### config.mk
export PLATFORM = sky130hd
export DESIGN_NAME = hazard_ctrl
export DESIGN_NICKNAME = d
export VERILOG_FILES = /design/src/rtl/hazard_ctrl.sv
export SDC_FILE = /design/constraint.sdc
export NUM_CORES = 1
export LEC_CHECK = 0
export BUFFER_PORTS_ARGS = -buffer_cell sky130_fd_sc_hd__buf_2
export CAP_MARGIN = 20
export CORE_ASPECT_RATIO = 1.25
export CORE_MARGIN = 1.5
export CORE_UTILIZATION = 35
export CTS_CLUSTER_DIAMETER = 100
export CTS_CLUSTER_SIZE = 8
export DETAILED_ROUTE_END_ITERATION = 8
export SETUP_SLACK_MARGIN = 0.15
export SLEW_MARGIN = 20
export SYNTH_ARGS = -nofsm -noshare
export SYNTH_HDL_FRONTEND = slang
export SYNTH_SLANG_ARGS = --single-unit
### constraint.sdc
create_clock -name clk -period 5.2 [get_ports clk]
set_clock_uncertainty 0.15 [all_clocks]
set_input_delay 0.52 -clock clk [delete_from_list [all_inputs] [get_ports clk]]
set_output_delay 0.52 -clock clk [all_outputs]
set_load 0.1 [all_outputs]
### src/rtl/hazard_ctrl.sv
// Pipeline sequencing for the 5-stage RV32I core: load-use bubbles, redirect
// squashes, EX operand forwarding, halt drain/freeze and saturating debug counters.
module hazard_ctrl #(
  parameter int CNT_W = 16
) (
  input  logic             clk,
  input  logic             rst,
  input  logic [4:0]       id_rs1,
  input  logic [4:0]       id_rs2,
  input  logic             id_uses_rs1,
  input  logic             id_uses_rs2,
  input  logic             id_halt,
  input  logic [4:0]       ex_rs1,
  input  logic [4:0]       ex_rs2,
  input  logic [4:0]       ex_rd,
  input  logic             ex_mem_read,
  input  logic             ex_redirect,
  input  logic [4:0]       mem_rd,
  input  logic             mem_reg_write,
  input  logic [4:0]       wb_rd,
  input  logic             wb_reg_write,
  output logic             pc_write,
  output logic             ifid_write,
  output logic             ifid_flush,
  output logic             idex_flush,
  output logic [1:0]       fwd_a,
  output logic [1:0]       fwd_b,
  output logic             halted,
  output logic [CNT_W-1:0] stall_cnt,
  output logic [CNT_W-1:0] flush_cnt
);

  typedef enum logic [1:0] {RUN, HALT_DRAIN, HALTED} state_t;

  state_t     state, state_nxt;
  logic [1:0] drain_cnt;
  logic       lu;
  logic       stall_evt;
  logic       flush_evt;

  function automatic logic [CNT_W-1:0] sat_inc(input logic [CNT_W-1:0] v);
    sat_inc = (&v) ? v : v + {{(CNT_W-1){1'b0}}, 1'b1};
  endfunction

  // MEM result is younger than WB, so it wins; x0 is hardwired and never forwarded.
  function automatic logic [1:0] fwd_sel(input logic [4:0] rs);
    if (mem_reg_write && (mem_rd != 5'd0) && (mem_rd == rs))
      fwd_sel = 2'b10;
    else if (wb_reg_write && (wb_rd != 5'd0) && (wb_rd == rs))
      fwd_sel = 2'b01;
    else
      fwd_sel = 2'b00;
  endfunction

  assign lu = ex_mem_read && (ex_rd != 5'd0) &&
              ((id_uses_rs1 && (id_rs1 == ex_rd)) ||
               (id_uses_rs2 && (id_rs2 == ex_rd)));

  always_ff @(posedge clk or posedge rst) begin
    if (rst) begin
      state     <= RUN;
      drain_cnt <= 2'd0;
    end else begin
      state     <= state_nxt;
      drain_cnt <= (state == HALT_DRAIN) ? drain_cnt + 2'd1 : 2'd0;
    end
  end

  always_comb begin
    state_nxt = state;
    case (state)
      RUN:        if (!ex_redirect && !lu && id_halt) state_nxt = HALT_DRAIN;
      HALT_DRAIN: if (drain_cnt == 2'd2) state_nxt = HALTED;
      HALTED:     state_nxt = HALTED;
      default:    state_nxt = RUN;
    endcase
  end

  always_comb begin
    pc_write   = 1'b1;
    ifid_write = 1'b1;
    ifid_flush = 1'b0;
    idex_flush = 1'b0;
    stall_evt  = 1'b0;
    flush_evt  = 1'b0;
    case (state)
      RUN: begin
        if (ex_redirect) begin
          ifid_flush = 1'b1;
          idex_flush = 1'b1;
          flush_evt  = 1'b1;
        end else if (lu) begin
          pc_write   = 1'b0;
          ifid_write = 1'b0;
          idex_flush = 1'b1;
          stall_evt  = 1'b1;
        end else if (id_halt) begin
          pc_write   = 1'b0;
          ifid_write = 1'b0;
        end
      end
      HALT_DRAIN: begin
        pc_write   = 1'b0;
        ifid_write = 1'b0;
        ifid_flush = 1'b1;
      end
      HALTED: begin
        pc_write   = 1'b0;
        ifid_write = 1'b0;
        ifid_flush = 1'b1;
        idex_flush = 1'b1;
      end
      default: ;
    endcase
    // Reset overrides asynchronously, before the state register has been clocked.
    if (rst) begin
      pc_write   = 1'b1;
      ifid_write = 1'b1;
      ifid_flush = 1'b0;
      idex_flush = 1'b0;
      stall_evt  = 1'b0;
      flush_evt  = 1'b0;
    end
  end

  assign fwd_a  = rst ? 2'b00 : fwd_sel(ex_rs1);
  assign fwd_b  = rst ? 2'b00 : fwd_sel(ex_rs2);
  assign halted = (state == HALTED);

  always_ff @(posedge clk or posedge rst) begin
    if (rst) begin
      stall_cnt <= '0;
      flush_cnt <= '0;
    end else begin
      if (stall_evt) stall_cnt <= sat_inc(stall_cnt);
      if (flush_evt) flush_cnt <= sat_inc(flush_cnt);
    end
  end

endmodule

# Yosys cells after proc, flatten, opt, wreduce, memory -nomap -nowiden
# Cells that the tools add are included.
totals:
  input_bits: 44
  ff_bits: 36
  word_cells: 72
  output_inout_bits: 41
classes:
  n_mux: 27
  reduce_logical: 25
  n_addsub: 3
  eq_ne: 11
  bitwise_logic: 2
op_table:
  columns: ["operator", "count"]
  rows:
  - ["$add 16x1->16 const B", 2]
  - ["$reduce_and 16->1", 2]
  - ["$eq 5x5->1", 6]
  - ["$mux 1", 16]
  - ["$reduce_bool 5->1", 3]
  - ["$mux 2", 7]
  - ["$logic_and 1x1->1", 12]
  - ["$pmux 1 s2", 3]
  - ["$pmux 2 s3", 1]
  - ["$reduce_and 2->1", 3]
  - ["$eq 2x2->1 const B", 2]
  - ["$add 2x1->2 const B", 1]
  - ["$eq 2x1->1 const B", 1]
  - ["$logic_not 1->1", 2]
  - ["$logic_not 2->1", 1]
  - ["$ne 2x1->1 const B", 1]
  - ["$ne 2x2->1 const B", 1]
  - ["$not 1->1", 2]
  - ["$reduce_or 2->1", 1]
  - ["$logic_or 1x1->1", 1]

# Logic depth before layout (Yosys ltp)
# Gate-level depths: netlist of run 1.
logic_depth:
  depth_word: 9
  ltp_mapped: 8
  depth_no_buf: 7

# Worst setup path after synthesis of run 1
# OpenSTA, ideal clock, no wires.
synth_timing:
  kind: "input to output"
  start: "input port rst"
  end: "output port fwd_a[0]"
  path_stages: 4
  path_buffers: 0
  setup_slack_ps: -355
  required_time_ps: 4530
  arrival_time_ps: 4885
  path_cell_list: "inv_1 o211ai_1 or4_1 nor4_1"
synth_via:
  elab_chain_len: 1
synth_lines:
  columns: ["element", "line_no", "source"]
  rows:
  - ["start: declaration", "7", "input logic rst,"]
  - ["$mux 2", "126", "assign fwd_a = rst ? 2'b00 : fwd_sel(ex_rs1);"]
  - ["end: declaration", "26", "output logic [1:0] fwd_a,"]
# Every way passes these cells.

# Final worst setup path of run 1
layout_timing:
  start: "input port ex_rd[1]"
  end: "output port pc_write"
layout_via:
  elab_chain_len: 8
  elab_cells_between_ends: 12
  cone_classes: "eq/ne: 2; mux: 4; reduce/logical: 6"
layout_lines:
  columns: ["element", "line_no", "source"]
  rows:
  - ["start: declaration", "15", "input logic [4:0] ex_rd,"]
  - ["$eq 5x5->1, on equally long branches", "56, 57", null]
  - ["$logic_and 1x1->1, on equally long branches", "56, 57", null]
  - ["$logic_or 1x1->1", "56", "((id_uses_rs1 && (id_rs1 == ex_rd)) ||"]
  - ["$logic_and 1x1->1 (*)", "55", "assign lu = ex_mem_read && (ex_rd != 5'd0) &&"]
  - ["$mux 1 (*)", "92", "end else if (lu) begin"]
  - ["$mux 1 (*)", "88", "if (ex_redirect) begin"]
  - ["$pmux 1 s2 (*)", "86", "case (state)"]
  - ["$mux 1 (*)", "116", "if (rst) begin"]
  - ["end: declaration", "22", "output logic pc_write,"]
# Mark *: on every way between the ends. The rest lies on a longest branch, timed or not.

==> impl_metrics.env, run 1 <==
export IMPL_drc=0
export IMPL_yosys_warnings=0
export IMPL_wire_per_inst_um=12.47
export IMPL_insertion_delay_ns=0.28
export IMPL_peakVddDrop_uv=584.8
export IMPL_fin_area_um2=2839
export IMPL_postCtsSetupRepairBufs=0
export IMPL_fin_total_pwr_mw=1.071
export IMPL_start_kind="input pin"
export IMPL_setup_viol=0
export IMPL_ys_seq_elements=36
export IMPL_final_antenna_net_count=0
export IMPL_dp_hpwl_mm=3.944
export IMPL_initial_core_util=0.3610
export IMPL_synthAdderAreaFrac=0.03935
export IMPL_hold_violations=0
export IMPL_synth_top_family_by_area="simple AND/OR/NAND/NOR gates"
export IMPL_drive_gt1_frac=0.3229
export IMPL_grt_antenna_before_repair=0
export IMPL_grt_use_total=0.1596
export IMPL_cp_max_fo=12
export IMPL_cts_buffers_inserted=5
export IMPL_grt_pass1_vias=1954
export IMPL_die_area_um2=6850
export IMPL_synth_mux_area_frac=0.02192
export IMPL_overflow=0
export IMPL_vias_per_cell=4.978
export IMPL_via_count=2011
export IMPL_die_y_um=92.16
export IMPL_ys_seq_area_frac=0.4047
export IMPL_syn_inst=229
export IMPL_synth_cell_area_um2=2226
export IMPL_placed_area_um2=2749
export IMPL_clock_sinks=36
export IMPL_worst_pin_slew_ns=0.5327
export IMPL_setup_slack_ns=2.028
export IMPL_ctsRootBufferMaster="clkbuf_8"
export IMPL_setup_tns_ns=0
export IMPL_synth_compound_area_frac=0.03035
export IMPL_clk_pin_slew_ns=0.07
export IMPL_grt_max_degree=39
export IMPL_p_per_area_nw_per_um2=377.1
export IMPL_synth_distinct_cells=35
export IMPL_num_antenna_cells=0
export IMPL_area_growth_synth_to_final_pct=27.54
export IMPL_syn_area_per_cell_um2=9.720
export IMPL_cellLeakagePower_nw=1.376
export IMPL_wirelength_mm=5.038
export IMPL_maxSlewViolCount=0
export IMPL_cts_hold_buffers=0
export IMPL_num_fill_cells=627
export IMPL_relSlewSlack=0.6441
export IMPL_htreeDepth=2
export IMPL_firstDrtPassIters=4
export IMPL_die_w_um=74.33
export IMPL_clock_fmax_ghz=0.3152
export IMPL_final_core_util=0.4604
export IMPL_instances_no_fill=404
export IMPL_rsz0062_at_grt="false"
export IMPL_synthSimpleGateAreaFrac=0.2456
export IMPL_initialDrtViolationCount=78
export IMPL_nets=369
export IMPL_fp_row_count=32
export IMPL_status="finished, final reports clean"
export IMPL_cts_tree="yes"
export IMPL_grt_pass1_wl_mm=8.590
export IMPL_cts_buffer_depth=2
export IMPL_port_buffer_count=84
export IMPL_post_route_min_period_ns=3.172
export IMPL_hold_ws_ns=0.2855
export IMPL_place_gp_congestion=0.7968
export IMPL_place_inst=396
export IMPL_crit_type="in -> out"
export IMPL_core_um2=6166
export IMPL_synth_nets=280
export IMPL_drv_cap=0
export IMPL_crit_required_ns=4.53
export IMPL_synth_xor_area_frac=0.2322
export IMPL_fin_crit_sh=0.6100
export IMPL_hp_class="reg -> reg"
export IMPL_worstPathArrival_ns=2.50
export IMPL_cts_resized=0
export IMPL_dp_slack_ns=2.030
export IMPL_io_pins=85
export IMPL_cp_end_kind="output port"
[worst paths after layout]
kind | end | cells after the start | start | slack, ns
max | pc_write | 7 | ex_rd[1] | 2.03
min | drain_cnt[0] | 1 | drain_cnt[0] | 0.29
max reg2reg | flush_cnt[15] | 7 | state[0] | 2.71
min reg2reg | drain_cnt[0] | 1 | drain_cnt[0] | 0.29
max in group asynchronous | flush_cnt[15] | 3 | rst | 4.26
min in group asynchronous | state[1] | 3 | rst | 0.30
[sequential cells by signal, summed over array words and instances (netlist names)]
| name | count |
|---|---|
| stall_cnt | 16 |
| drain_cnt | 2 |
| state | 2 |
| flush_cnt | 16 |
[kinds of logic after synthesis]
| group | Yosys count |
|---|---|
| xor gates and xnor gates | 59 |
| adders and majority gates | 7 |
| muxes | 4 |
| DFF | 36 |
| and+or+nand+nor | 99 |
| AOI/OAI and AO/OA | 12 |
| buffers and inverters | 12 |
[metal layers]
| metal | up-vias | share of wire | GRT usage |
|---|---|---|---|
| met5 | - | 0 | 0 |
| met4 | 0 | 0.022 | 0.06364 |
| met3 | 9 | 0.054 | 0.03187 |
| met2 | 78 | 0.50 | 0.2716 |
| met1 | 943 | 0.42 | 0.1923 |
| li1 | 981 | - | - |
[cell usage in the layout, fill, tap and decap left out, types with 2 or more instances in the layout]
cell type	count
and3_1	2
xnor2_1	36
nor4_2	2
nand3_1	14
nor2b_1	4
ha_1	7
nand4_1	14
clkbuf_1	2
nand2_1	17
nand2b_1	2
a21oi_1	6
mux2_2	3
dfrtp_1	36
clkbuf_8	6
nor2_1	14
or4_1	5
o21ai_0	3
xor2_1	23
inv_1	9
nor4_1	7
buf_2	84
nor3_1	8
[layout make-up]
cell class / count / area [µm²] / share of cell area
timing repair buffer: 85 / 427.9 / 0.1507
multi-input combinational: 181 / 1280 / 0.4509
clock buffer: 8 / 90.09 / 0.03173
inverter: 9 / 33.78 / 0.01190
sequential: 36 / 900.9 / 0.3173
tap: 85 / 106.4 / 0.03746
[power by group]
part | leakage, nW | internal (mW) | switching [mW]
Clock | 0.0455 | 0.108 | 0.0969
Combinational | 0.849 | 0.113 | 0.407
Sequential | 0.482 | 0.310 | 0.0345
Total | 1.38 | 0.532 | 0.539
[critical path, cell delays in order]
cell and delay (ns):
buf_2 0.12, or4_1 0.50, o21ai_0 0.19, nand2b_1 0.41, a21oi_1 0.14, a21oi_1 0.16
buf_2 0.45
[synth_stat cells (all sizes together)]
cell     count  area share
dfrtp       36        0.40
xnor2       36        0.14
xor2        23       0.090
nand2       17       0.029
nand3       15       0.036
nand4       14       0.039
nor2        14       0.024
inv          9       0.015
nor3         9       0.022
nor4         9       0.025
ha           7       0.039
a21oi        6       0.013
or4          6       0.022
and3         4       0.014
mux2         4       0.022
nor2b        4       0.011
buf          3       0.011
o21ai        3      0.0067
nand2b       2      0.0056
a2111oi      1      0.0039
and2         1      0.0028
and4         1      0.0039
nor4b        1      0.0039
o211ai       1      0.0034
o22ai        1      0.0028
or3          1      0.0028
or3b         1      0.0039
No activity file was read; power rests on OpenSTA's default activity.
==> inputs of run 2 (changes only) <==
==> constraint.sdc (replaced) <==
create_clock -name clk -period 2.9 [get_ports clk]
set_clock_uncertainty 0.15 [all_clocks]
set_input_delay 0.29 -clock clk [delete_from_list [all_inputs] [get_ports clk]]
set_output_delay 0.29 -clock clk [all_outputs]
set_load 0.1 [all_outputs]
==> run 2 against run 1 <==
Power is 91% higher. Wire length is 1.1% higher. First-iteration DRC count is 62% higher.
==> impl_metrics.env, run 2 (synthesis results as in run 1) <==
export IMPL_firstDrtPassIters=4
export IMPL_drc=0
export IMPL_clk_pin_slew_ns=0.07
export IMPL_die_area_um2=6850
export IMPL_setup_tns_ns=0
export IMPL_wire_per_inst_um=12.49
export IMPL_vias_per_cell=5.025
export IMPL_dp_slack_ns=0.4418
export IMPL_grt_max_degree=23
export IMPL_start_kind="input pin"
export IMPL_grt_pass1_vias=1911
export IMPL_use_met1=0.2000
export IMPL_final_common_cell="buf_2"
export IMPL_cts_hold_buffers=0
export IMPL_reg_largest_list="flush_cnt (16), stall_cnt (16)"
export IMPL_hold_violations=0
export IMPL_initialDrtViolationCount=126
export IMPL_placed_area_um2=2912
export IMPL_busiest_layer="met2"
export IMPL_grt_pass1_wl_mm=8.397
export IMPL_io_pins=85
export IMPL_hp_class="in -> async"
export IMPL_place_gp_congestion=0.7888
export IMPL_p_per_area_nw_per_um2=680.1
export IMPL_crit_type="in -> out"
export IMPL_wirelength_mm=5.095
export IMPL_r2r_cells=7
export IMPL_area_growth_synth_to_final_pct=34.96
export IMPL_cellLeakagePower_nw=1.421
export IMPL_setup_viol=0
export IMPL_place_inst=400
export IMPL_die_w_um=74.33
export IMPL_status="finished, final reports clean"
export IMPL_clock_sinks=36
export IMPL_cts_buffers_inserted=5
export IMPL_via_count=2050
export IMPL_use_met3=0.03187
export IMPL_cts_resized=0
export IMPL_grt_antenna_before_repair=0
export IMPL_die_y_um=92.16
export IMPL_maxSlewViolCount=0
export IMPL_fin_area_um2=3004
export IMPL_core_um2=6166
export IMPL_postCtsSetupRepairBufs=0
export IMPL_cts_buffer_depth=2
export IMPL_r2r_end="flush_cnt[15]"
export IMPL_drive_gt1_frac=0.3653
export IMPL_drv_cap=0
export IMPL_cts_tree="yes"
export IMPL_relSlewSlack=0.6690
export IMPL_instances_no_fill=408
export IMPL_final_antenna_net_count=0
export IMPL_peakVddDrop_uv=769.8
export IMPL_regToRegSetupSlack_ns=0.57
export IMPL_layout_common_cells="79 x buf_2, 36 x xnor2_1, 32 x dfrtp_1"
export IMPL_cp_max_fo=4
export IMPL_worst_pin_slew_ns=0.4840
export IMPL_setup_slack_ns=0.4547
export IMPL_clock_fmax_ghz=0.4089
export IMPL_nets=373
export IMPL_crit_start="mem_rd[1]"
export IMPL_dp_hpwl_mm=4.078
export IMPL_crit_end="fwd_b[0]"
export IMPL_post_route_min_period_ns=2.445
export IMPL_fp_row_count=32
export IMPL_insertion_delay_ns=0.29
export IMPL_met2_usage=0.2507
export IMPL_overflow=0
export IMPL_grt_use_total=0.1554
export IMPL_crit_required_ns=2.46
export IMPL_fin_crit_sh=0.8432
export IMPL_rr_startpoint="state[0]"
export IMPL_num_fill_cells=630
export IMPL_port_buffer_count=84
export IMPL_worstPathArrival_ns=2.01
export IMPL_ctsRootBufferMaster="clkbuf_8"
export IMPL_htreeDepth=2
export IMPL_num_antenna_cells=0
export IMPL_initial_core_util=0.3610
export IMPL_cp_end_kind="output port"
export IMPL_rsz0062_at_grt="false"
==> run 2: cell count changes in the layout (fill, tap and decap cells not counted), moves of 2 or more <==
cell and change:
buf_12 +5, buf_2 -5, buf_4 +4, dfrtp_1 -4
dfrtp_2 +4, a21oi_1 -2, a21oi_4 +2, clkbuf_1 -2
clkinv_2 +2, nor4_2 -2, nor4_4 +2
==> run 2: area by class of cell <==
cell class	count	area [µm²]	area share
Multi-Input combinational cell	181	1329	0.4423
Sequential cell	36	905.9	0.3015
Timing Repair Buffer	89	533.0	0.1774
Tap cell	85	106.4	0.03540
Clock buffer	6	82.58	0.02749
Inverter	9	37.54	0.01249
Clock inverter	2	10.01	0.003332
==> run 2: routing by layer <==
metal  part of all wire  wire length (µm)  vias up
met3              0.055               278        6
met2               0.49              2509       80
li1                   -                 -      988
met4              0.016                81        0
met1               0.44              2225      976
met5                  0                 0        -
==> run 2: worst min-delay path by stage <==
| stage | slack (ns) | from | cells past startpoint | endpoint |
|---|---|---|---|---|
| 6_report | 0.01 | rst | 3 | flush_cnt[1] |
| 5_1_grt | 0.04 | rst | 3 | flush_cnt[2] |
| 4_1_cts | 0.03 | rst | 3 | flush_cnt[14] |
| 3_5_place_dp | 0.27 | drain_cnt[0] | 1 | drain_cnt[0] |
| 3_3_place_gp | 0.27 | drain_cnt[0] | 1 | drain_cnt[0] |
| 2_1_floorplan | 0.10 | rst | 1 | drain_cnt[0] |
==> run 2: power by group <==
| group | switching (mW) | total [mW] | internal (mW) |
|---|---|---|---|
| registers | 0.0609 | 0.618 | 0.557 |
| clock network | 0.181 | 0.370 | 0.190 |
| logic | 0.772 | 1.06 | 0.283 |
| total | 1.01 | 2.04 | 1.03 |
==> run 2: through the flow <==
stage                       util  hold slack [ns]  total power [mW]
after floorplan                -           0.1041             1.448
after global placement    0.4722           0.2685             1.679
after detailed placement  0.4722           0.2704             1.687
after CTS                 0.4872          0.02763             2.068
after global routing      0.4872          0.03591             2.148
final                     0.4872          0.01213             2.043
==> run 2: worst max-delay path, stage by stage <==
cell and delay, ns:
buf_2 0.12, or4_1 0.50, o21ai_0 0.36, nor3_1 0.17
nor4_4 0.35, buf_12 0.21
==> inputs of run 3 (changes only) <==
--- a/config.mk
+++ b/config.mk
@@ -5,6 +5,7 @@
 export SDC_FILE = /design/constraint.sdc
 export NUM_CORES = 1
 export LEC_CHECK = 0
+export ABC_AREA = 1
 export BUFFER_PORTS_ARGS = -buffer_cell sky130_fd_sc_hd__buf_2
 export CAP_MARGIN = 20
 export CORE_ASPECT_RATIO = 1.25
==> constraint.sdc (replaced) <==
create_clock -name clk -period 2.28 [get_ports clk]
set_clock_uncertainty 0.15 [all_clocks]
set_input_delay 0.228 -clock clk [delete_from_list [all_inputs] [get_ports clk]]
set_output_delay 0.228 -clock clk [all_outputs]
set_load 0.1 [all_outputs]
==> run 3 against run 2 <==
Via count rose by 24%. Critical path type is now reg -> out. The run now ends with hold timing left. Largest power group unchanged. Cell count rose by 34%. Die area rose by 15%. Combinational power rose by 58%. Non-clock buffer count fell by 1. Sequential share of layout area fell by 3.0 points. Wire length rose by 25%. Sequential power rose by 39%. Count of clock-buffer cells in the layout rose by 2.
==> impl_metrics.env, run 3 <==
export IMPL_status="finished with violations"
export IMPL_violations="hold timing"
export IMPL_io_pins=85
export IMPL_synth_most_common_cell="nand2_1"
export IMPL_die_w_um=79.61
export IMPL_overflow=0
export IMPL_area_growth_synth_to_final_pct=30.75
export IMPL_yosys_area_top_type="dfrtp_1"
export IMPL_grt_antenna_before_repair=0
export IMPL_fp_row_count=34
export IMPL_clock_fmax_ghz=0.4991
export IMPL_internal_power_mw=1.426
export IMPL_cts_buffer_depth=2
export IMPL_place_inst=536
export IMPL_clk_pin_slew_ns=0.07
export IMPL_netlist_top_cells_area="dfrtp_1 35%, nand2_1 15%, xor2_1 9.2%"
export IMPL_worst_pin_slew_ns=0.5030
export IMPL_grt_pass1_wl_mm=10.43
export IMPL_final_core_util=0.4783
export IMPL_wirelength_mm=6.382
export IMPL_wire_per_inst_um=11.71
export IMPL_insertion_delay_ns=0.29
export IMPL_hp_class="in -> async"
export IMPL_hold_ws_ns=-0.008221
export IMPL_synth_distinct_cells=28
export IMPL_multi_input_area_um2=1484
export IMPL_peakVddDrop_uv=898.2
export IMPL_initial_core_util=0.3658
export IMPL_cp_end_kind="output port"
export IMPL_synth_top_flop_cell="dfrtp_1"
export IMPL_grt_max_degree=26
export IMPL_regToRegSetupSlack_ns=0.33
export IMPL_postCtsSetupRepairBufs=0
export IMPL_ys_seq_elements=36
export IMPL_clock_sinks=36
export IMPL_drv_cap=0
export IMPL_syn_area_per_cell_um2=7.132
export IMPL_post_route_min_period_ns=2.004
export IMPL_die_area_um2=7862
export IMPL_nets=505
export IMPL_crit_required_ns=1.90
export IMPL_relSlewSlack=0.6670
export IMPL_p_sw_mw=1.572
export IMPL_dp_hpwl_mm=5.147
export IMPL_swShare=0.5244
export IMPL_p_clk_frac=0.157
export IMPL_r2r_cells=9
export IMPL_via_count=2532
export IMPL_core_um2=7019
export IMPL_htreeDepth=2
export IMPL_grt_pass1_vias=2375
export IMPL_synth_edf_count=0
export IMPL_fin_crit_sh=0.8788
export IMPL_vias_per_cell=4.646
export IMPL_synthTopCellsByCount="104 x nand2_1, 54 x inv_1, 36 x dfrtp_1, 33 x nor2_1, 27 x xor2_1"
export IMPL_num_fill_cells=734
export IMPL_port_buffer_count=84
export IMPL_seqPwrFrac=0.287
export IMPL_grt_use_total=0.1663
export IMPL_ctsRootBufferMaster="clkbuf_8"
export IMPL_synth_nets=411
export IMPL_cts_buffers_inserted=5
export IMPL_dp_slack_ns=0.2439
export IMPL_drive_gt1_frac=0.2857
export IMPL_die_y_um=98.76
export IMPL_final_antenna_net_count=0
export IMPL_reg_largest_list="flush_cnt (16), stall_cnt (16)"
export IMPL_initialDrtViolationCount=77
export IMPL_syn_inst=360
export IMPL_regArea_um2=912.1
export IMPL_synth_cell_area_um2=2567
export IMPL_drc=0
export IMPL_synth_top_area_share=0.3509
export IMPL_worstPathArrival_ns=1.63
export IMPL_p_per_area_nw_per_um2=893.2
export IMPL_num_antenna_cells=0
export IMPL_layout_common_cells="104 x nand2_1, 79 x buf_2, 54 x inv_1"
export IMPL_maxSlewViolCount=0
export IMPL_cp_max_fo=5
export IMPL_hold_violations=15
export IMPL_crit_type="reg -> out"
export IMPL_final_common_cell="nand2_1"
export IMPL_rsz0062_at_grt="false"
export IMPL_r2r_end="stall_cnt[14]"
export IMPL_yosys_warnings=0
export IMPL_start_kind="register"
export IMPL_async_flop_share=1.000
export IMPL_cellLeakagePower_nw=1.803
export IMPL_setup_viol=0
export IMPL_rr_startpoint="state[0]"
export IMPL_ys_seq_area_frac=0.3509
export IMPL_place_gp_congestion=0.8494
export IMPL_cts_tree="yes"
export IMPL_setup_slack_ns=0.2763
export IMPL_power_share_combinational=0.556
export IMPL_instances_no_fill=545
export IMPL_firstDrtPassIters=4
export IMPL_fin_total_pwr_mw=2.998
==> run 3: power by group through the flow <==
stage	combinational, mW	clock, mW	sequential, mW
2_1_floorplan	0.779	0	1.33
3_3_place_gp	1.62	0	0.866
3_5_place_dp	1.63	0	0.872
4_1_cts	1.64	0.489	0.859
5_1_grt	1.77	0.506	0.878
6_report	1.67	0.471	0.860
==> run 3: cell families after synthesis <==
family,synth area share
fa+ha+maj,0.03411
buf+inv,0.09210
flops,0.3509
xor+xnor,0.1330
compound gates,0.04045
simple gates,0.3494
==> run 3: critical path: stages, from the launching register on <==
cell and delay, ns:
dfrtp_1 0.42, inv_1 0.15, ha_4 0.19, inv_1 0.07, nor2_1 0.09, nand2_1 0.09, o2111ai_4 0.11, buf_12 0.22
==> run 3: layout make-up <==
cell class,count,area share
Clock buffer,8,0.02684
Multi-Input combinational cell,262,0.4420
Inverter,61,0.06858
Sequential cell,36,0.2717
Timing Repair Buffer,88,0.1573
Tap cell,90,0.03354
==> run 3: layer usage <==
layer	global-route usage	vias up	wire length [µm]	part of all wire
li1	-	1311	-	-
met1	0.2110	1141	2880	0.45
met2	0.2829	70	3086	0.48
met3	0.02407	10	306	0.048
met4	0.06208	0	109	0.017
met5	0	-	0	0
==> run 3: worst max-delay path by stage <==
stage / start / to / slack [ns] / cells after the start
5_1_grt: state[0] / ifid_flush / 0.18 / 7
3_3_place_gp: state[0] / stall_cnt[14] / 0.31 / 9
4_1_cts: state[0] / pc_write / 0.16 / 7
2_1_floorplan: rst / fwd_a[0] / -0.05 / 3
6_report: state[0] / pc_write / 0.28 / 7
3_5_place_dp: state[0] / stall_cnt[14] / 0.24 / 9
==> run 3: through the flow <==
step | TNS [ns] | area, µm²
6_report | 0 | 3357
4_1_cts | 0 | 3344
5_1_grt | 0 | 3357
3_5_place_dp | 0 | 3244
3_3_place_gp | 0 | 3244
2_1_floorplan | -0.04794 | 2625
==> run 3: what timing repair did <==
action | 4_1_cts | 5_1_grt
gates resized for setup | 0 | 2
endpoints found under the hold margin | 12 | 0
hold buffers | 1 | 0
setup endpoints to repair | 0 | 9
